**src/rtl/dma_pkg.sv**
```systemverilog
// Shared types and constants for the DMA write engine and its TLP header packer.
package dma_pkg;

  typedef enum logic [2:0] {
    IDLE,
    HDR0,
    HDR1,
    DATA,
    TOK0,
    TOK1,
    TOKD
  } state_t;

  localparam logic REG_DMABASE = 1'b0;
  localparam logic REG_DMACTRL = 1'b1;

  localparam logic [6:0] FMT_TYPE_MWR3 = 7'b10_00000;

  localparam int unsigned TLP_QWS = 16;
  localparam int unsigned QCNT_W  = 4;

  // Payload lengths in DWs: a full data TLP and the single-QW completion token.
  localparam logic [9:0] DATA_LEN_DW  = 10'd32;
  localparam logic [9:0] TOKEN_LEN_DW = 10'd2;

endpackage

```
**src/rtl/tlp_hdr_mwr3.sv**
```systemverilog
// Combinational packer for a 3DW memory-write TLP header (no TC/attr/TD/EP, all byte enables set).
module tlp_hdr_mwr3
  import dma_pkg::*;
(
  input  logic [9:0]  length,
  input  logic [15:0] rid,
  input  logic [7:0]  tag,
  input  logic [31:0] addr,
  output logic [31:0] dw0,
  output logic [31:0] dw1,
  output logic [31:0] dw2
);

  assign dw0 = {1'b0, FMT_TYPE_MWR3, 8'h00, 6'h00, length};
  assign dw1 = {rid, tag, 4'hF, 4'hF};
  assign dw2 = {addr[31:2], 2'b00};

endmodule

```
**src/rtl/dma_wr_engine.sv**
```systemverilog
// Endpoint DMA write engine: streams N x 128-byte MWr TLPs of source data, then one
// 8-byte MWr carrying a completion token to the programmed base address.
module dma_wr_engine
  import dma_pkg::*;
#(
  parameter logic [63:0] TOKEN       = 64'hCAFEF00DC0DEFACE,
  parameter logic [31:0] DATA_OFFSET = 32'h40,
  parameter int unsigned CNT_WIDTH   = 16
) (
  input  logic        clk_in,
  input  logic        rstn,
  input  logic [15:0] rid_in,
  input  logic        cfg_wrValid_in,
  input  logic        cfg_wrAddr_in,
  input  logic [31:0] cfg_wrData_in,
  input  logic [63:0] src_data_in,
  input  logic        src_valid_in,
  output logic        src_ready_out,
  output logic [63:0] tx_data_out,
  output logic        tx_sop_out,
  output logic        tx_eop_out,
  output logic        tx_valid_out,
  input  logic        tx_ready_in,
  output logic        busy_out
);

  state_t                 state, state_next;
  logic [31:0]            base;
  logic [31:0]            base_latched;
  logic [31:0]            addr;
  logic [CNT_WIDTH-1:0]   remaining;
  logic [7:0]             tag;
  logic [QCNT_W-1:0]      qcnt;

  logic                   start;
  logic                   last_qw;
  logic                   data_xfer;
  logic                   tok_hdr;
  logic [31:0]            hdr_dw0, hdr_dw1, hdr_dw2;

  assign start     = (state == IDLE) && cfg_wrValid_in && (cfg_wrAddr_in == REG_DMACTRL)
                     && (cfg_wrData_in[CNT_WIDTH-1:0] != '0);
  assign last_qw   = (qcnt == QCNT_W'(TLP_QWS - 1));
  assign data_xfer = (state == DATA) && src_valid_in && tx_ready_in;
  assign tok_hdr   = (state == TOK0) || (state == TOK1);
  assign busy_out  = (state != IDLE);

  tlp_hdr_mwr3 u_hdr (
    .length (tok_hdr ? TOKEN_LEN_DW : DATA_LEN_DW),
    .rid    (rid_in),
    .tag    (tag),
    .addr   (tok_hdr ? base_latched : addr),
    .dw0    (hdr_dw0),
    .dw1    (hdr_dw1),
    .dw2    (hdr_dw2)
  );

  always_ff @(posedge clk_in or negedge rstn) begin
    if (!rstn) state <= IDLE;
    else       state <= state_next;
  end

  // Outputs are decoded from state so a reset clears the TX port without waiting for a clock.
  always_comb begin
    state_next    = state;
    tx_valid_out  = 1'b0;
    tx_sop_out    = 1'b0;
    tx_eop_out    = 1'b0;
    tx_data_out   = '0;
    src_ready_out = 1'b0;
    case (state)
      IDLE: if (start) state_next = HDR0;
      HDR0, TOK0: begin
        tx_valid_out = 1'b1;
        tx_sop_out   = 1'b1;
        tx_data_out  = {hdr_dw1, hdr_dw0};
        if (tx_ready_in) state_next = (state == HDR0) ? HDR1 : TOK1;
      end
      HDR1, TOK1: begin
        tx_valid_out = 1'b1;
        tx_data_out  = {32'h0, hdr_dw2};
        if (tx_ready_in) state_next = (state == HDR1) ? DATA : TOKD;
      end
      DATA: begin
        tx_valid_out  = src_valid_in;
        src_ready_out = tx_ready_in;
        tx_data_out   = src_data_in;
        tx_eop_out    = last_qw;
        if (data_xfer && last_qw)
          state_next = (remaining > CNT_WIDTH'(1)) ? HDR0 : TOK0;
      end
      TOKD: begin
        tx_valid_out = 1'b1;
        tx_eop_out   = 1'b1;
        tx_data_out  = TOKEN;
        if (tx_ready_in) state_next = IDLE;
      end
      default: state_next = IDLE;
    endcase
  end

  always_ff @(posedge clk_in or negedge rstn) begin
    if (!rstn) begin
      base         <= '0;
      base_latched <= '0;
      addr         <= '0;
      remaining    <= '0;
      tag          <= '0;
      qcnt         <= '0;
    end else begin
      if (cfg_wrValid_in && (cfg_wrAddr_in == REG_DMABASE))
        base <= {cfg_wrData_in[31:3], 3'b000};
      if (start) begin
        remaining    <= cfg_wrData_in[CNT_WIDTH-1:0];
        addr         <= base + DATA_OFFSET;
        base_latched <= base;
      end
      if ((state == HDR1) && tx_ready_in)
        qcnt <= '0;
      if (data_xfer) begin
        qcnt <= qcnt + QCNT_W'(1);
        if (last_qw) begin
          tag       <= tag + 8'd1;
          addr      <= addr + 32'd128;
          remaining <= remaining - CNT_WIDTH'(1);
        end
      end
      if ((state == TOKD) && tx_ready_in)
        tag <= tag + 8'd1;
    end
  end

endmodule

```
**config.mk**
```make
export PLATFORM = sky130hd
export DESIGN_NAME = dma_wr_engine
export DESIGN_NICKNAME = d
export VERILOG_FILES = /design/src/rtl/dma_pkg.sv /design/src/rtl/tlp_hdr_mwr3.sv /design/src/rtl/dma_wr_engine.sv
export SDC_FILE = /design/constraint.sdc
export NUM_CORES = 1
export LEC_CHECK = 0
export BUFFER_PORTS_ARGS = -buffer_cell sky130_fd_sc_hd__buf_2
export CAP_MARGIN = 20
export CORE_MARGIN = 5
export CORE_UTILIZATION = 35
export DETAILED_ROUTE_END_ITERATION = 16
export GPL_ROUTABILITY_DRIVEN = 0
export PLACE_DENSITY = 0.62
export SYNTH_ARGS = -nofsm -noshare
export SYNTH_HDL_FRONTEND = slang
export SYNTH_SLANG_ARGS = --single-unit
export TNS_END_PERCENT = 30
```
**constraint.sdc**
```tcl
create_clock -name clk_in -period 5.6 [get_ports clk_in]
set_input_delay 1.12 -clock clk_in [delete_from_list [all_inputs] [get_ports clk_in]]
set_output_delay 1.12 -clock clk_in [all_outputs]
set_load 0.01 [all_outputs]
```
==> metrics.cfg <==
[timing]
finClkSkew_ps = 6.15
fin_crit_ps = 3870
tightest_slew_ps = 1010
period_share = 0.691
max_freq_mhz = 258
finalHoldViolations = 0
maxSlewHeadroom = 0.324
rsz0062_at_grt = no
fin_ws_ps = 1730
slew_viol_final = 0
finalSetupTns_ps = 0
holdWs_ps = 473
finalSetupViolations = 0

[synthesis]
yosys_most_used_dff = dfrtp_1
async_flop_share = 1.00
synth_largest_area_cell = dfrtp_1
synth_edf_count = 0
synth.distinct_cells = 63
syn_area_sq_um = 7280
synth.area.top_cells = dfrtp_1 41%, nand2_1 7.2%, o21ai_0 4.7%
synth_nets = 991
synth.avg_cell_area_sq_um = 8.39
yosysWarningCount = 0
synth_top_area_frac = 0.409
syn_inst = 867
ys_seq_elements = 119
ys_seq_area_frac = 0.409

[pwr]
power.share.sequential = 0.355
p_int_w = 0.00252
powerDensity_nw_per_um2 = 477
p_leak_nw = 4.06
clkPwrFrac = 0.239
peakVddDrop_uv = 197
comb_power_share = 0.406
power.switching_w = 0.00177
power_switching_share = 0.414

[place]
dp_cells = 1271
port-buffer-count = 186
dp_hpwl_microns = 18400
pre_cts_ws_ps = 2090
place_area_sq_um = 8400

[critical_path]
cp_top_family = buffers and inverters
worst_setup_path_end_kind = output port
crit_path_top_delay_cell = dfrtp_1
arrival_ps = 2750
crit_chain = inv_2, nor3_1, buf_4, nand2_1, o21ai_0, buf_2
crit_fanout = 37
max_stage_delay_ps = 660
crit_type = flop to output port
crit_required_ps = 4480
timing.critical_path.buf_inv = 3
start_kind = flop

[die]
die_area_sq_um = 23800
start_util = 0.357
design.core.area_sq_um = 20400
die_w_microns = 154
die_h_microns = 154
boundaryPins = 187
rows = 52

[status]
status = completed

[drt]
first_pass_iters = 5
drcViolationCount = 0
routed_via_density = 5.62
ant_nets = 0
vias = 7344
drtIter0Drc = 786
finalWirelength_microns = 25100
wl_per_cell_microns = 19.2

[clock_network]
cts_setup_buffers = 0
cts_resized = 0
cts_buffer_depth = 2
htree_levels = 4
cts_buffers = 17
cts_tree = yes
cts.sinks = 119
cts-root-buf = clkbuf_16
cts.clk_slew.worst_paths_ps = 50
ctsHoldBuffers = 0
clk_latency_ps = 420

[cells_and_area]
num_antenna_cells = 0
layout.nets = 1148
syn_to_final_growth_pct = 23.5
stdcell_area_sq_um = 8990
final_cell_mix = 185 x buf_2, 139 x nand2_1, 118 x dfrtp_1, 69 x o21ai_0, 64 x nor2_1
final_common_cell = buf_2
post_route_cells_drive_above_1_share = 0.265
stdcell_count = 1307

[min_path]
hp-class = flop to flop

[global_routing]
grt_use_total = 0.209
overflow = 0
grt_pass1_wl_microns = 39900
grt_max_degree = 57
antenna_found_initial = 1
grt_pass1_vias = 7102

[run]
cap_violations = 0

## cell type report
type | instances | area (sq um)
Clock inverter | 9 | 75.1
Timing Repair Buffer | 203 | 1070
Tap cell | 270 | 338
Clock buffer | 23 | 478
Inverter | 23 | 86.3
Sequential cell | 119 | 2980
Fill cell | 2078 | 11400
Multi-Input combinational cell | 660 | 3960
## worst min-delay path, cell delays in order, from the launching register on
cell	delay [ps]
dfrtp_1	340
nand2_1	50
nand2_1	50
## kinds of logic after synthesis
| logic type | share of synthesized area |
|---|---|
| AOI/OAI and AO/OA | 0.221 |
| and+or+nand+nor | 0.222 |
| DFF | 0.409 |
| buffers and inverters | 0.0492 |
| muxes | 0.0583 |
| xor gates and xnor gates | 0.0301 |
| adders and majority gates | 0.0103 |
## power groups by stage
stage                     Sequential (W)  Clock, W  Combinational [W]
after detailed placement         0.00152         0            0.00172
final                            0.00152   0.00103            0.00174
after global routing             0.00157   0.00108            0.00194
after CTS                        0.00151   0.00104            0.00173
after floorplan                  0.00137         0            0.00120
after global placement           0.00151         0            0.00170
## through the flow
step,util,total power (W)
floorplan,-,0.00257
global placement,0.412,0.00322
detailed placement,0.413,0.00324
CTS,0.440,0.00428
global route,0.442,0.00459
finish,0.442,0.00429
## registers in the layout, indices dropped and copies added (netlist names)
signal / cells
addr: 30
base: 29
base_latched: 29
qcnt: 4
remaining: 16
state: 3
tag: 8
## layer usage
metal	part of all wire	global-route usage
met1	0.45	0.288
met2	0.45	0.326
met3	0.081	0.0467
met4	0.023	0.0677
met5	0.00028	0
## cell usage after synthesis (8+ instances only)
| cell type | number |
|---|---|
| nand2_1 | 140 |
| a22o_1 | 10 |
| nand4_1 | 19 |
| a22oi_1 | 8 |
| o2bb2ai_1 | 8 |
| mux2i_1 | 12 |
| inv_1 | 22 |
| nand3_1 | 25 |
| mux2_2 | 27 |
| xnor2_1 | 19 |
| a311oi_1 | 12 |
| dfrtp_1 | 119 |
| and3_1 | 10 |
| o22ai_1 | 13 |
| and4_1 | 9 |
| clkbuf_1 | 45 |
| nor3_1 | 25 |
| a21oi_1 | 60 |
| buf_2 | 12 |
| o21ai_0 | 69 |
| nor2_1 | 66 |
| nor4_1 | 17 |
| a211oi_1 | 28 |
## final timing paths
| path | from | endpoint | slack (ps) | depth (start not counted) |
|---|---|---|---|---|
| max | state[2] | tx_data_out[27] | 1730 | 6 |
| min | base_latched[31] | base_latched[31] | 470 | 2 |
| max reg2reg | state[1] | state[0] | 2160 | 7 |
| min reg2reg | base_latched[31] | base_latched[31] | 470 | 2 |
| max in group asynchronous | rstn | base_latched[23] | 3880 | 2 |
| min in group asynchronous | rstn | remaining[10] | 750 | 1 |
Power figures use the tool's default switching activity.
